--- src/rtl/memory_out_pkg.sv ---
// Shared widths, queue entry layout and drain FSM states for the bus write-out stage.
package memory_out_pkg;

   localparam int ADDR_W = 16;
   localparam int DATA_W = 16;

   typedef struct packed {
      logic [ADDR_W-1:0] addr;
      logic [DATA_W-1:0] data;
   } entry_t;

   typedef enum logic {
      IDLE  = 1'b0,
      DRAIN = 1'b1
   } state_t;

endpackage

--- src/rtl/mem_out_fifo.sv ---
// Synchronous FIFO of address/data entries; a push into a full queue is taken
// only when the head is popped in the same cycle.
module mem_out_fifo
   import memory_out_pkg::*;
#(
   parameter int DEPTH = 8,
   parameter int CNT_W = $clog2(DEPTH) + 1
) (
   input  logic             clk_i,
   input  logic             rst_i,
   input  logic             push_i,
   input  logic             pop_i,
   input  entry_t           din_i,
   output entry_t           head_o,
   output logic [CNT_W-1:0] count_o,
   output logic             empty_o,
   output logic             full_o
);

   localparam int PTR_W = $clog2(DEPTH);

   entry_t             mem_q [DEPTH];
   logic [PTR_W-1:0]   wr_ptr_q, rd_ptr_q;
   logic [CNT_W-1:0]   count_q, count_d;
   logic               empty_q;
   logic               push_ok, pop_ok;

   assign full_o  = (count_q == CNT_W'(DEPTH));
   assign pop_ok  = pop_i && !empty_q;
   assign push_ok = push_i && (!full_o || pop_ok);

   always_comb begin
      count_d = count_q;
      if (push_ok && !pop_ok) begin
         count_d = count_q + 1'b1;
      end else if (pop_ok && !push_ok) begin
         count_d = count_q - 1'b1;
      end
   end

   always_ff @(posedge clk_i) begin
      if (rst_i) begin
         wr_ptr_q <= '0;
         rd_ptr_q <= '0;
         count_q  <= '0;
         empty_q  <= 1'b1;
      end else begin
         if (push_ok) wr_ptr_q <= wr_ptr_q + 1'b1;
         if (pop_ok)  rd_ptr_q <= rd_ptr_q + 1'b1;
         count_q <= count_d;
         empty_q <= (count_d == '0);
      end
   end

   // Storage needs no reset: an entry is only read after it has been written.
   always_ff @(posedge clk_i) begin
      if (push_ok) mem_q[wr_ptr_q] <= din_i;
   end

   assign head_o  = mem_q[rd_ptr_q];
   assign count_o = count_q;
   assign empty_o = empty_q;

endmodule

--- src/rtl/memory_out_manager.sv ---
// Posted-write buffer between the core and the bus: queues address/data pairs
// and, once commanded, drains them over a valid/ready handshake.
//
// state | meaning
// IDLE  | collecting writes, bus outputs held at zero
// DRAIN | presenting head entry, popping on each PReady until queue empty
module memory_out_manager
   import memory_out_pkg::*;
#(
   parameter int DEPTH = 8
) (
   input  logic              Clk,
   input  logic              Rst,
   input  logic              Set,
   input  logic              Enqueue,
   input  logic              PReady,
   input  logic [ADDR_W-1:0] AdressIn,
   input  logic [DATA_W-1:0] DataIn,
   output logic              Empty,
   output logic              Busy,
   output logic              Trans,
   output logic [DATA_W-1:0] DataOut,
   output logic [ADDR_W-1:0] AdressOut
);

   localparam int CNT_W = $clog2(DEPTH) + 1;

   state_t           state_q, state_d;
   entry_t           head;
   logic [CNT_W-1:0] count;
   logic             fifo_empty;
   logic             fifo_full_unused;
   logic             pop;

   assign pop = (state_q == DRAIN) && PReady;

   mem_out_fifo #(
      .DEPTH (DEPTH),
      .CNT_W (CNT_W)
   ) u_fifo (
      .clk_i   (Clk),
      .rst_i   (Rst),
      .push_i  (Enqueue),
      .pop_i   (pop),
      .din_i   ('{addr: AdressIn, data: DataIn}),
      .head_o  (head),
      .count_o (count),
      .empty_o (fifo_empty),
      .full_o  (fifo_full_unused)
   );

   always_ff @(posedge Clk) begin
      if (Rst) begin
         state_q <= IDLE;
      end else begin
         state_q <= state_d;
      end
   end

   // A push alongside the last pop keeps the drain going with the new entry.
   always_comb begin
      state_d = state_q;
      case (state_q)
         IDLE:    if (Set && !fifo_empty) state_d = DRAIN;
         DRAIN:   if (pop && (count == CNT_W'(1)) && !Enqueue) state_d = IDLE;
         default: state_d = IDLE;
      endcase
   end

   assign Busy      = (state_q == DRAIN);
   assign Trans     = Busy;
   assign Empty     = fifo_empty;
   assign AdressOut = Busy ? head.addr : '0;
   assign DataOut   = Busy ? head.data : '0;

endmodule

--- config.mk ---
export PLATFORM = sky130hd
export DESIGN_NAME = memory_out_manager
export DESIGN_NICKNAME = d
export VERILOG_FILES = /design/src/rtl/memory_out_pkg.sv /design/src/rtl/mem_out_fifo.sv /design/src/rtl/memory_out_manager.sv
export SDC_FILE = /design/constraint.sdc
export NUM_CORES = 1
export LEC_CHECK = 0
export CAP_MARGIN = 20
export CORE_MARGIN = 5
export CORE_UTILIZATION = 50
export DETAILED_ROUTE_END_ITERATION = 8
export PLACE_DENSITY = 0.74
export SLEW_MARGIN = 40
export SYNTH_ARGS = -nofsm -noshare
export SYNTH_HDL_FRONTEND = slang
export SYNTH_HIERARCHICAL = 1
export SYNTH_SLANG_ARGS = --single-unit
--- constraint.sdc ---
create_clock -name Clk -period 13.8 [get_ports Clk]
set_input_delay 2.76 -clock Clk [delete_from_list [all_inputs] [get_ports Clk]]
set_output_delay 2.76 -clock Clk [all_outputs]
set_load 0.005 [all_outputs]
# --- Word-level counts from Yosys, hierarchy flattened ---
# Memory sizes are Yosys's and may differ from the RTL's. A register that Yosys moved wholly into a read port is not among the register bits.
# Cells that the tools add are included.
word_totals:
  ff_bits: 12
  output_inout_bits: 35
  in_bits: 37
  word_cells: 39
  memories: 1
  mem_bits_rw: 256
mem_list:
  columns: ["memory", "depth", "word_bits", "rd", "rd_ports_with_merged_regs", "write_ports", "line_no", "source"]
  rows:
  - ["u_fifo.mem_q", 8, 32, 1, 1, 1, "mem_out_fifo.sv:22", "entry_t mem_q [DEPTH];"]
op_classes:
  reduce_logical: 15
  n_addsub: 4
  mux: 11
  bitwise_logic: 1
  eq_ne: 2
op_table:
  columns: ["cell", "n"]
  rows:
  - ["$mux W16", 2]
  - ["$logic_and A1 B1 Y1", 8]
  - ["$mux W4", 2]
  - ["$add A3 B1 Y3 const B", 2]
  - ["$mux W3", 2]
  - ["$logic_not A1 Y1", 5]
  - ["$add A4 B1 Y4 const B", 1]
  - ["$eq A4 B1 Y1 const B", 1]
  - ["$eq A4 B4 Y1 const B", 1]
  - ["$logic_not A4 Y1", 1]
  - ["$mux W1", 4]
  - ["$sub A4 B1 Y4 const B", 1]
  - ["$pmux W1 S2", 1]
  - ["$logic_or A1 B1 Y1", 1]
  - ["$not A1 Y1", 1]

# --- Longest topological paths before layout ---
# Gate-level depths: netlist (run 1).
depth:
  ltp_word: 9
  mapped_depth: 8
  ltp_nobuf: 8

# --- Cells and area by module ---
# Netlist (run 1), hierarchy kept.
by_module_without_submodules:
  columns: ["mod", "n_inst", "seq_area_each_um2", "cells_each", "area_per_inst_um2"]
  rows:
  - ["mem_out_fifo", 1, 7967.6, 447, 10263.6]
  - ["memory_out_manager", 1, 20.0, 43, 321.6]

# --- Worst setup path after synthesis (run 1) ---
# No wires, ideal clock.
synth_path:
  kind: "input to register"
  start: "in PReady"
  end: "mem u_fifo/mem_q[0][0] (netlist bit) (enable)"
  path_slack_ns: 7.555
  path_buffers: 1
  path_stages: 6
  arrival_time_ns: 5.784
  setup_time_ns: 0.461
  required_ns: 13.339
  cell_sequence: "and2_2 > nand2b_1 > clkbuf_1 > a21boi_1 > nand2b_1 > nor3_1"
synth_between:
  elab_chain_len: 6
synth_rtl:
  columns: ["element", "line_no", "source"]
  rows:
  - ["start, declared", "memory_out_manager.sv:16", "input logic PReady,"]
  - ["$logic_and A1 B1 Y1", "memory_out_manager.sv:35", "assign pop = (state_q == DRAIN) && PReady;"]
  - ["$logic_and A1 B1 Y1", "mem_out_fifo.sv:29", "assign pop_ok = pop_i && !empty_q;"]
  - ["$logic_or A1 B1 Y1", "mem_out_fifo.sv:30", "assign push_ok = push_i && (!full_o || pop_ok);"]
  - ["$logic_and A1 B1 Y1", "mem_out_fifo.sv:30", null]
  - ["$mux W1", "mem_out_fifo.sv:57", "if (push_ok) mem_q[wr_ptr_q] <= din_i;"]
  - ["$mux W1 (implied by the code)", "mem_out_fifo.sv:57", null]
  - ["end, declared", "mem_out_fifo.sv:22", null]
# No other way between the ends.

==> results of run 1 <==
layout by cell type, fill, tap and decap left out, drive strengths merged:
cell	n
inv	3
diode	1
a211oi	1
mux4	64
mux2	32
nand2b	5
ha	4
or4	1
nor2b	2
nand3b	1
and3	1
nor3b	1
clkinv	11
dfxtp	15
clkdlybuf4s50	71
mux2i	2
a21oi	2
nor3	4
o21ai	1
o21bai	1
a31oi	1
and2	33
a21boi	1
nand2	6
and4bb	1
xnor2	2
buf	10
nor4	1
o21a	1
a41oi	1
a311oi	1
nand3	1
edfxtp	256
nor2	16
xor2	3
bufinv	2
nand4	1
clkinvlp	1
clkbuf	35
final timing paths:
kind | from | endpoint | slack [ns] | cells after the start
max reg2reg | u_fifo/count_o[0] | u_fifo/mem_q[0][27] | 10.63 | 8
min | u_fifo/rd_ptr_q[1] | register | 0.50 | 2
min reg2reg | u_fifo/rd_ptr_q[1] | register | 0.50 | 2
max | register | AdressOut[6] | 7.82 | 5
metal layers:
| metal | track usage (%) | wire length, microns | vias up |
|---|---|---|---|
| li1 | - | - | 2173 |
| met3 | 3.09 | 1240 | 15 |
| met5 | 0 | 0 | - |
| met1 | 22.7 | 8120 | 2544 |
| met2 | 28.9 | 10100 | 141 |
| met4 | 2.88 | 167 | 0 |
through the flow:
stage	hold slack [ns]	utilization [%]	total power (W)	cells
floorplan	0.454	-	0.000998	490
global placement	0.476	55.6	0.00104	822
detailed placement	0.488	55.6	0.00105	822
CTS	0.500	59.6	0.00172	870
global route	0.532	59.6	0.00177	870
finish	0.495	59.6	0.00171	871
state kept, by name, indices dropped and copies added, names as in the netlist, named ones only:
register         flops
Busy                 1
u_fifo/empty_o       1
u_fifo/wr_ptr_q      3
u_fifo/mem_q       256
u_fifo/rd_ptr_q      3
u_fifo/count_o       4
final cells by class:
cell class | instances | area, sq um
sequential | 271 | 8000
timing repair buffer | 82 | 800
fill | 1513 | 8460
antenna | 1 | 2.50
multi-input combinational | 191 | 2520
tap | 275 | 344
clock buffer | 34 | 702
inverter | 3 | 11.3
clock inverter | 14 | 120
cells in the mapped netlist, types with 2 or more instances:
cell                       count  area [sq um]
sky130_fd_sc_hd__xor2_1        3          26.3
sky130_fd_sc_hd__dfxtp_1      15           300
sky130_fd_sc_hd__mux2i_1       2          20.0
sky130_fd_sc_hd__nand2b_1      5          31.3
sky130_fd_sc_hd__a21oi_1       2          10.0
sky130_fd_sc_hd__inv_1         3          11.3
sky130_fd_sc_hd__nand2_1       6          22.5
sky130_fd_sc_hd__nor3_1        4          20.0
sky130_fd_sc_hd__mux2_2       32           360
sky130_fd_sc_hd__mux4_2       64          1440
sky130_fd_sc_hd__and2_2       33           248
sky130_fd_sc_hd__edfxtp_1    256          7690
sky130_fd_sc_hd__nor2_1       15          56.3
sky130_fd_sc_hd__buf_2         2          10.0
sky130_fd_sc_hd__ha_1          4          50.1
sky130_fd_sc_hd__clkbuf_1      4          15.0
sky130_fd_sc_hd__xnor2_1       2          17.5
sky130_fd_sc_hd__nor2b_1       2          12.5
sky130_fd_sc_hd__clkbuf_2      4          20.0
sky130_fd_sc_hd__buf_1         7          26.3
sky130_fd_sc_hd__buf_4         7          52.6
tightest hold or removal path, stage by stage, from the launching register on:
cell and delay, ns:
sky130_fd_sc_hd__dfxtp_1 0.31, sky130_fd_sc_hd__nand2_1 0.05, sky130_fd_sc_hd__a21oi_1 0.08
power by group through the flow:
stage	registers [W]	logic, W	clock network, W
6_report	0.000927	0.000104	0.000674
5_1_grt	0.000928	0.000113	0.000730
4_1_cts	0.000927	0.000106	0.000688
2_1_floorplan	0.000942	0.0000566	0
3_3_place_gp	0.000943	0.000102	0
3_5_place_dp	0.000945	0.000105	0
logic make-up after synthesis:
family	count (synthesis)	synth area share, %
flip-flops	271	75.5
multiplexers	98	17.2
AND/OR/NAND/NOR	74	4.41
buffers and inverters	28	1.38
AO/OA/AOI/OAI	10	0.650
XOR/XNOR	5	0.414
adder cells (fa/ha/maj)	4	0.473
==> metrics.txt, run 1 <==
# TYPE chip_impl_metric gauge
chip_impl_metric{name="io_buffer_count",unit=""} 71
chip_impl_info{name="clock_tree_from_tritoncts",value="done"} 1
chip_impl_metric{name="antenna_found_initial",unit=""} 0
chip_impl_metric{name="cts_max_level",unit=""} 1
chip_impl_info{name="timing.critical_path.slowest_stage_cell",value="sky130_fd_sc_hd__dfxtp_2"} 1
chip_impl_metric{name="critPathArrivalTime",unit="ns"} 3.22
chip_impl_metric{name="postRouteWirelength",unit="microns"} 19700
chip_impl_metric{name="final.setup.tns",unit="ns"} 0
chip_impl_metric{name="max_slew_margin",unit="%"} 55.6
chip_impl_metric{name="cts_setup_buffers",unit=""} 0
chip_impl_metric{name="timing.critical_path.slowest_cell_delay",unit="ns"} 0.69
chip_impl_metric{name="vias",unit=""} 4873
chip_impl_info{name="critPathTopFamily",value="buffers and inverters"} 1
chip_impl_metric{name="clkSinkCount",unit=""} 271
chip_impl_metric{name="netlist-cell-type-count",unit=""} 39
chip_impl_metric{name="cts_inserted_buffers",unit=""} 26
chip_impl_info{name="worstSetupStartpointType",value="register"} 1
chip_impl_info{name="status",value="complete, no violations"} 1
chip_impl_metric{name="finalSetupViolations",unit=""} 0
chip_impl_metric{name="die_w",unit="microns"} 156
chip_impl_metric{name="min_period",unit="ns"} 5.98
chip_impl_metric{name="insertion_delay",unit="ns"} 0.52
chip_impl_metric{name="firstDrtPassIters",unit=""} 4
chip_impl_metric{name="cellInternalPower",unit="W"} 0.00137
chip_impl_metric{name="ys_warn_count",unit=""} 6
chip_impl_metric{name="power_frac_clock",unit="%"} 39.5
chip_impl_metric{name="global_routing_usage_summed_across_all_routing_layers",unit="%"} 16.7
chip_impl_metric{name="net-switching-power",unit="W"} 0.000334
chip_impl_metric{name="synthesis.area",unit="sq um"} 10600
chip_impl_metric{name="report.final.slew_viol_count",unit=""} 0
chip_impl_metric{name="dp_worst_setup_slack",unit="ns"} 7.93
chip_impl_metric{name="finalClockSkew",unit="ns"} 0.0118
chip_impl_metric{name="leakage",unit="nW"} 3.89
chip_impl_metric{name="globalRoute.totalOverflow",unit=""} 0
chip_impl_metric{name="seq_area_frac_synth",unit="%"} 75.5
chip_impl_metric{name="drcViolationCount",unit=""} 0
chip_impl_metric{name="synth.ff_latch_count",unit=""} 271
chip_impl_metric{name="finalCritPeriodShare",unit="%"} 43.4
chip_impl_metric{name="swShare",unit="%"} 19.6
chip_impl_info{name="synth_top_flop_cell",value="sky130_fd_sc_hd__edfxtp_1"} 1
chip_impl_info{name="unrepaired_setup_endpoints_after_global_routing",value="no"} 1
chip_impl_metric{name="gpl.final_weighted_congestion",unit=""} 0.782
chip_impl_metric{name="first_iter_violations",unit=""} 288
chip_impl_info{name="worstHoldPathType",value="register to register"} 1
chip_impl_info{name="cts-root-buf",value="sky130_fd_sc_hd__clkbuf_16"} 1
chip_impl_metric{name="post_synth_inst_count",unit=""} 490
chip_impl_metric{name="grt_pass1_wl",unit="microns"} 30900
chip_impl_metric{name="postRouteAntennaNets",unit=""} 0
chip_impl_metric{name="power.share.sequential",unit="%"} 54.4
chip_impl_info{name="crit_path_end_kind",value="primary output"} 1
chip_impl_metric{name="layout-area-overhead-vs-synth",unit="%"} 18.0
chip_impl_metric{name="largest_net_degree_at_the_start_of_global_routing",unit=""} 53
chip_impl_metric{name="critical_path_peak_fanout",unit=""} 44
chip_impl_metric{name="dpl-instance-area",unit="sq um"} 11700
chip_impl_info{name="path_class",value="register to primary output"} 1
chip_impl_metric{name="grt_pass1_vias",unit=""} 5351
chip_impl_metric{name="final_nets",unit=""} 616
chip_impl_metric{name="largest_buffer_count_on_any_clock_path",unit=""} 3
chip_impl_metric{name="floorplan.initialDensity",unit="%"} 50.5
chip_impl_metric{name="die-height",unit="microns"} 156
chip_impl_metric{name="detailed_place_hpwl",unit="microns"} 11100
chip_impl_metric{name="floorplan.core_area",unit="sq um"} 21000
chip_impl_metric{name="worstPathBufferInverterCount",unit=""} 2
chip_impl_info{name="cp_cell_sequence",value="buf_4 > mux4_2 > mux2_2 > and2_2 > clkdlybuf4s50_1"} 1
chip_impl_metric{name="cts_hold_repair.buffers",unit=""} 0
chip_impl_metric{name="max_cap_violations",unit=""} 0
chip_impl_metric{name="cts_repair_resize_count",unit=""} 0
chip_impl_metric{name="pnr_worst_setup_slack",unit="ns"} 7.82
chip_impl_metric{name="share_comb_of_total_power",unit="%"} 6.1
chip_impl_metric{name="worst_slew_pin_slew",unit="ns"} 0.667
chip_impl_metric{name="irDropWorstVdd",unit="V"} 0.0000942
chip_impl_metric{name="final_layout_size_suffix_gt1_share",unit="%"} 31.9
chip_impl_metric{name="die_area",unit="sq um"} 24200
chip_impl_metric{name="power.density_cell_area",unit="nW/um^2"} 136
chip_impl_metric{name="synth_enable_flop_cells",unit=""} 256
chip_impl_metric{name="average_vias_per_placed_instance",unit=""} 5.59
chip_impl_metric{name="max_clock_freq",unit="MHz"} 167
chip_impl_metric{name="area_of_all_placed_cells_without_fillers",unit="sq um"} 12500
chip_impl_metric{name="ioPinCount",unit=""} 72
chip_impl_metric{name="avgSynthCellArea",unit="sq um"} 21.6
chip_impl_metric{name="report.final.hold_viol_count",unit=""} 0
chip_impl_metric{name="synth_async_sr_flop_share",unit="%"} 0
chip_impl_metric{name="crit_required",unit="ns"} 11.04
chip_impl_metric{name="worst_setup_hold_path_clk_slew",unit="ns"} 0.06
chip_impl_metric{name="floorplan.rows",unit=""} 53
chip_impl_metric{name="synth_nets",unit=""} 531
chip_impl_metric{name="route.detailed.wl_per_inst",unit="microns"} 22.6
(Power assumes the default switching activity.)
==> inputs of run 2 (changes only) <==
Settings changed: PLACE_DENSITY 0.74 to 0.77.
Clock period 13.8 ns to 5.4 ns, I/O delays scaled along.
==> metrics.txt, run 2 (synthesis results as in run 1) <==
# TYPE chip_impl_metric gauge
chip_impl_metric{name="share_comb_of_total_power",unit="%"} 6.2
chip_impl_metric{name="power.density_cell_area",unit="nW/um^2"} 345
chip_impl_info{name="cts-root-buf",value="sky130_fd_sc_hd__clkbuf_16"} 1
chip_impl_info{name="status",value="complete, no violations"} 1
chip_impl_metric{name="grt_pass1_wl",unit="microns"} 31300
chip_impl_metric{name="clkSinkCount",unit=""} 271
chip_impl_metric{name="gpl.final_weighted_congestion",unit=""} 0.724
chip_impl_metric{name="n_fill_cell",unit=""} 1437
chip_impl_metric{name="finalClockSkew",unit="ns"} 0.00785
chip_impl_metric{name="report.final.hold_viol_count",unit=""} 0
chip_impl_metric{name="globalRoute.totalOverflow",unit=""} 0
chip_impl_metric{name="average_vias_per_placed_instance",unit=""} 5.65
chip_impl_metric{name="worst_setup_hold_path_clk_slew",unit="ns"} 0.06
chip_impl_metric{name="antenna_found_initial",unit=""} 0
chip_impl_info{name="final_cell_mix",value="256 x sky130_fd_sc_hd__edfxtp_1, 71 x sky130_fd_sc_hd__clkdlybuf4s50_1, 64 x sky130_fd_sc_hd__mux4_2"} 1
chip_impl_metric{name="post-layout-total-power",unit="W"} 0.00440
chip_impl_info{name="worstSetupStartpointType",value="register"} 1
chip_impl_metric{name="largest_net_degree_at_the_start_of_global_routing",unit=""} 36
chip_impl_metric{name="first_iter_violations",unit=""} 393
chip_impl_metric{name="die-height",unit="microns"} 156
chip_impl_metric{name="finalSetupViolations",unit=""} 0
chip_impl_metric{name="ioPinCount",unit=""} 72
chip_impl_metric{name="cts_max_level",unit=""} 1
chip_impl_metric{name="max_cap_violations",unit=""} 0
chip_impl_metric{name="floorplan.rows",unit=""} 53
chip_impl_metric{name="cts_repair_resize_count",unit=""} 0
chip_impl_metric{name="multi_input_gate_area",unit="sq um"} 2510
chip_impl_metric{name="power_frac_clock",unit="%"} 40.0
chip_impl_metric{name="final_layout_size_suffix_gt1_share",unit="%"} 33.2
chip_impl_metric{name="cts_hold_repair.buffers",unit=""} 0
chip_impl_metric{name="max_ffs_per_register",unit=""} 256
chip_impl_metric{name="cts_inserted_buffers",unit=""} 26
chip_impl_metric{name="die_area",unit="sq um"} 24200
chip_impl_metric{name="max_clock_freq",unit="MHz"} 237
chip_impl_metric{name="finalCritPeriodShare",unit="%"} 78.2
chip_impl_metric{name="cts_setup_buffers",unit=""} 0
chip_impl_metric{name="num_antenna_cells",unit=""} 0
chip_impl_metric{name="route.detailed.wl_per_inst",unit="microns"} 22.7
chip_impl_metric{name="report.final.slew_viol_count",unit=""} 0
chip_impl_metric{name="floorplan.initialDensity",unit="%"} 50.5
chip_impl_metric{name="irDropWorstVdd",unit="V"} 0.000217
chip_impl_metric{name="die_w",unit="microns"} 156
chip_impl_metric{name="area.sequential",unit="sq um"} 8000
chip_impl_metric{name="floorplan.core_area",unit="sq um"} 21000
chip_impl_metric{name="final_nets",unit=""} 625
chip_impl_metric{name="postRouteAntennaNets",unit=""} 0
chip_impl_metric{name="min_period",unit="ns"} 4.22
chip_impl_metric{name="postRouteWirelength",unit="microns"} 19900
chip_impl_metric{name="swShare",unit="%"} 19.4
chip_impl_metric{name="vias",unit=""} 4957
chip_impl_info{name="worstHoldPathType",value="register to register"} 1
chip_impl_info{name="path_class",value="register to primary output"} 1
chip_impl_info{name="holdCritStartpoint",value="u_fifo/rd_ptr_q[1]"} 1
chip_impl_info{name="beginning_of_the_worst_register_to_register_path",value="u_fifo/count_o[0]"} 1
chip_impl_metric{name="firstDrtPassIters",unit=""} 4
chip_impl_metric{name="cellInternalPower",unit="W"} 0.00355
chip_impl_metric{name="worst_slew_pin_slew",unit="ns"} 0.601
chip_impl_metric{name="detailed_place_hpwl",unit="microns"} 12500
chip_impl_metric{name="io_buffer_count",unit=""} 71
chip_impl_metric{name="largest_buffer_count_on_any_clock_path",unit=""} 3
chip_impl_info{name="largest_register",value="u_fifo/mem_q"} 1
chip_impl_metric{name="drcViolationCount",unit=""} 0
chip_impl_info{name="mostFrequentLayoutCell",value="sky130_fd_sc_hd__edfxtp_1"} 1
chip_impl_info{name="crit_path_end_kind",value="primary output"} 1
chip_impl_metric{name="grt_pass1_vias",unit=""} 5303
chip_impl_metric{name="global_routing_usage_summed_across_all_routing_layers",unit="%"} 17.0
chip_impl_metric{name="max_slew_margin",unit="%"} 59.8
chip_impl_info{name="clock_tree_from_tritoncts",value="done"} 1
chip_impl_metric{name="crit_required",unit="ns"} 4.32
chip_impl_info{name="unrepaired_setup_endpoints_after_global_routing",value="no"} 1
chip_impl_metric{name="leakage",unit="nW"} 4.01
chip_impl_metric{name="net-switching-power",unit="W"} 0.000854
chip_impl_metric{name="critical_path_peak_fanout",unit=""} 24
chip_impl_metric{name="layout-area-overhead-vs-synth",unit="%"} 20.6
chip_impl_metric{name="power.share.sequential",unit="%"} 53.8
chip_impl_metric{name="critPathArrivalTime",unit="ns"} 3.14
chip_impl_metric{name="final.setup.tns",unit="ns"} 0
chip_impl_metric{name="insertion_delay",unit="ns"} 0.52
-- run 2: stage by stage --
step	area [sq um]	setup WS (ns)	hold WS [ns]	cells	utilization (%)
2_1_floorplan	10600	0.835	0.454	490	-
3_3_place_gp	11600	1.46	0.482	818	55.6
3_5_place_dp	11900	1.49	0.467	831	56.9
4_1_cts	12800	1.07	0.477	878	60.9
5_1_grt	12800	0.964	0.517	878	60.9
6_report	12800	1.18	0.478	878	60.9
-- run 2: layout make-up --
class / instances / share of cell area (%)
clock buffers: 31 / 5.41
clock inverters: 16 / 1.18
inverters: 3 / 0.0882
multi-input cells: 191 / 19.6
flip-flops and latches: 271 / 62.7
well taps: 275 / 2.70
repair buffers: 91 / 8.33
-- run 2: power groups by stage --
stage	clock [W]	sequential, W	combinational, W
3_3_place_gp	0	0.00242	0.000260
4_1_cts	0.00180	0.00237	0.000281
3_5_place_dp	0	0.00241	0.000279
2_1_floorplan	0	0.00241	0.000145
6_report	0.00176	0.00237	0.000274
5_1_grt	0.00189	0.00237	0.000299
-- run 2: per-layer routing --
layer,part of all wire (%),track usage (%)
met5,0,0
met4,1.1,3.42
met3,6.2,2.98
met2,51,29.2
met1,41,23.3
-- run 2: worst max-delay path, stage by stage, from the launching register on --
cell and delay, ns:
sky130_fd_sc_hd__dfxtp_4 0.62, sky130_fd_sc_hd__buf_12 0.27, sky130_fd_sc_hd__buf_12 0.25, sky130_fd_sc_hd__mux4_2 0.53, sky130_fd_sc_hd__mux2_2 0.29, sky130_fd_sc_hd__and2_2 0.20
sky130_fd_sc_hd__clkdlybuf4s50_1 0.44
-- run 2: final timing paths --
check / cells after the start / endpoint / slack, ns
setup / recovery: 6 / DataOut[11] / 1.18
hold / removal: 2 / register / 0.48
setup reg to reg: 9 / u_fifo/mem_q[3][28] / 2.46
hold reg to reg: 2 / register / 0.48
==> inputs of run 3 (changes only) <==
Settings changed: PLACE_DENSITY 0.77 to 0.74.
Clock period 5.4 ns to 4.26 ns, I/O delays scaled along.
==> metrics.txt, run 3 (synthesis results as in run 1) <==
# TYPE chip_impl_metric gauge
chip_impl_metric{name="critPathArrivalTime",unit="ns"} 3.03
chip_impl_metric{name="io_buffer_count",unit=""} 71
chip_impl_metric{name="dpl-instance-area",unit="sq um"} 11800
chip_impl_metric{name="first_iter_violations",unit=""} 324
chip_impl_metric{name="cts_inserted_buffers",unit=""} 27
chip_impl_info{name="critPathTopFamily",value="multiplexers"} 1
chip_impl_metric{name="finalSetupViolations",unit=""} 0
chip_impl_metric{name="globalRouteMet2Util",unit="%"} 26.9
chip_impl_metric{name="power.density_cell_area",unit="nW/um^2"} 451
chip_impl_metric{name="critical_path_peak_fanout",unit=""} 24
chip_impl_metric{name="die-height",unit="microns"} 156
chip_impl_info{name="crit_path_end_kind",value="primary output"} 1
chip_impl_metric{name="finalClockSkew",unit="ns"} 0.0137
chip_impl_metric{name="pnr_worst_setup_slack",unit="ns"} 0.379
chip_impl_metric{name="insertion_delay",unit="ns"} 0.54
chip_impl_metric{name="timing.critical_path.slowest_cell_delay",unit="ns"} 0.67
chip_impl_metric{name="largest_net_degree_at_the_start_of_global_routing",unit=""} 65
chip_impl_metric{name="post-layout-total-power",unit="W"} 0.00572
chip_impl_metric{name="max_ffs_per_register",unit=""} 256
chip_impl_metric{name="cts_hold_repair.buffers",unit=""} 0
chip_impl_metric{name="largest_buffer_count_on_any_clock_path",unit=""} 3
chip_impl_info{name="path_class",value="register to primary output"} 1
chip_impl_metric{name="gr-usage-met3",unit="%"} 3.20
chip_impl_info{name="timing.critical_path.slowest_stage_cell",value="sky130_fd_sc_hd__dfxtp_4"} 1
chip_impl_metric{name="report.final.slew_viol_count",unit=""} 0
chip_impl_metric{name="area_of_all_placed_cells_without_fillers",unit="sq um"} 12700
chip_impl_metric{name="grt_pass1_vias",unit=""} 5377
chip_impl_metric{name="final_layout_size_suffix_gt1_share",unit="%"} 33.2
chip_impl_metric{name="max_clock_freq",unit="MHz"} 258
chip_impl_metric{name="average_vias_per_placed_instance",unit=""} 5.55
chip_impl_metric{name="detailed_place_hpwl",unit="microns"} 11600
chip_impl_metric{name="max_cap_violations",unit=""} 0
chip_impl_metric{name="postRouteWirelength",unit="microns"} 19400
chip_impl_metric{name="die_w",unit="microns"} 156
chip_impl_metric{name="cts_repair_resize_count",unit=""} 0
chip_impl_metric{name="globalRoute.totalOverflow",unit=""} 0
chip_impl_metric{name="drcViolationCount",unit=""} 0
chip_impl_metric{name="cts_max_level",unit=""} 1
chip_impl_metric{name="global_routing_usage_summed_across_all_routing_layers",unit="%"} 16.6
chip_impl_metric{name="cts_setup_buffers",unit=""} 0
chip_impl_metric{name="max_slew_margin",unit="%"} 55.3
chip_impl_metric{name="floorplan.initialDensity",unit="%"} 50.5
chip_impl_metric{name="firstDrtPassIters",unit=""} 4
chip_impl_metric{name="crit_required",unit="ns"} 3.41
chip_impl_info{name="cp_cell_sequence",value="buf_4 > mux4_2 > mux2_2 > and2_2 > clkdlybuf4s50_1"} 1
chip_impl_metric{name="vias",unit=""} 4898
chip_impl_metric{name="final_nets",unit=""} 626
chip_impl_metric{name="dp_worst_setup_slack",unit="ns"} 0.666
chip_impl_metric{name="ioPinCount",unit=""} 72
chip_impl_info{name="clock_tree_from_tritoncts",value="done"} 1
chip_impl_metric{name="clkSinkCount",unit=""} 271
chip_impl_metric{name="worst_setup_hold_path_clk_slew",unit="ns"} 0.06
chip_impl_metric{name="gpl.final_weighted_congestion",unit=""} 0.800
chip_impl_metric{name="layout-area-overhead-vs-synth",unit="%"} 19.8
chip_impl_metric{name="irDropWorstVdd",unit="V"} 0.000368
chip_impl_metric{name="n_fill_cell",unit=""} 1468
chip_impl_metric{name="floorplan.core_area",unit="sq um"} 21000
chip_impl_info{name="largest_register",value="u_fifo/mem_q"} 1
chip_impl_metric{name="die_area",unit="sq um"} 24200
chip_impl_info{name="unrepaired_setup_endpoints_after_global_routing",value="no"} 1
chip_impl_metric{name="finalCritPeriodShare",unit="%"} 91.1
chip_impl_metric{name="floorplan.rows",unit=""} 53
chip_impl_metric{name="grt_pass1_wl",unit="microns"} 30900
chip_impl_metric{name="min_period",unit="ns"} 3.88
chip_impl_metric{name="worstPathBufferInverterCount",unit=""} 2
chip_impl_metric{name="postRouteAntennaNets",unit=""} 0
chip_impl_info{name="worstSetupStartpointType",value="register"} 1
chip_impl_info{name="status",value="complete, no violations"} 1
chip_impl_info{name="worstHoldPathType",value="register to register"} 1
chip_impl_info{name="final_cell_mix",value="256 x sky130_fd_sc_hd__edfxtp_1, 71 x sky130_fd_sc_hd__clkdlybuf4s50_1, 64 x sky130_fd_sc_hd__mux4_2"} 1
chip_impl_metric{name="leakage",unit="nW"} 3.99
chip_impl_info{name="cts-root-buf",value="sky130_fd_sc_hd__clkbuf_16"} 1
chip_impl_info{name="busiest_metal_layer_after_global_routing",value="met2"} 1
chip_impl_info{name="mostFrequentLayoutCell",value="sky130_fd_sc_hd__edfxtp_1"} 1
chip_impl_metric{name="antenna_found_initial",unit=""} 0
chip_impl_metric{name="gr-usage-met1",unit="%"} 23.8
chip_impl_metric{name="route.detailed.wl_per_inst",unit="microns"} 22.0
chip_impl_metric{name="worst_slew_pin_slew",unit="ns"} 0.669
chip_impl_metric{name="report.final.hold_viol_count",unit=""} 0
chip_impl_metric{name="final.setup.tns",unit="ns"} 0
run 3: cell types whose count changed in the layout (fill, tap and decap cells not counted), moves of 2 or more:
cell and delta:
sky130_fd_sc_hd__buf_4 +11, sky130_fd_sc_hd__buf_16 -6, sky130_fd_sc_hd__buf_8 -6, sky130_fd_sc_hd__clkinv_1 +3, sky130_fd_sc_hd__clkinv_2 -2, sky130_fd_sc_hd__nor3_2 -2, sky130_fd_sc_hd__nor3_4 +2
run 3: path summary, 6_finish.rpt:
path | startpoint | endpoint | slack, ns | cells past startpoint
setup / recovery | register | AdressOut[0] | 0.38 | 5
hold reg to reg | u_fifo/rd_ptr_q[1] | register | 0.49 | 2
setup reg to reg | u_fifo/count_o[0] | u_fifo/mem_q[5][17] | 1.44 | 8
hold / removal | u_fifo/rd_ptr_q[1] | register | 0.49 | 2
run 3: worst reg2reg max path: cells and delay by family, from the launching register on:
| kind | cells | cell delay, ns |
|---|---|---|
| compound gates | 1 | 0.35 |
| fa+ha+maj | 1 | 0.21 |
| buf+inv | 3 | 0.43 |
| flops | 1 | 0.43 |
| simple gates | 3 | 1.10 |
run 3: layout make-up:
cell class                 instances  area [sq um]  area share [%]
inverter                           3          11.3          0.0888
antenna                            1          2.50          0.0197
multi-input combinational        191          2520            19.9
clock inverter                    20           214            1.69
clock buffer                      30           687            5.42
timing repair buffer              91           911            7.18
sequential                       271          8000            63.0
tap                              275           344            2.71
run 3: layer usage:
layer / routed length [microns] / up-vias
li1: - / 2192
met1: 8470 / 2525
met2: 9370 / 147
met3: 1180 / 34
met4: 357 / 0
met5: 0 / -
run 3: power by group:
group	switching [W]	internal (W)	leakage, nW
Sequential	0.0000283	0.00298	2.45
Combinational	0.000155	0.000190	1.10
Clock	0.000958	0.00141	0.443
Total	0.00114	0.00458	3.99
run 3: through the flow:
stage	utilization (%)	hold slack, ns	instances
6_report	60.5	0.486	882
2_1_floorplan	-	0.454	490
3_3_place_gp	56.2	0.479	831
3_5_place_dp	56.2	0.477	831
4_1_cts	60.5	0.487	881
5_1_grt	60.5	0.511	881
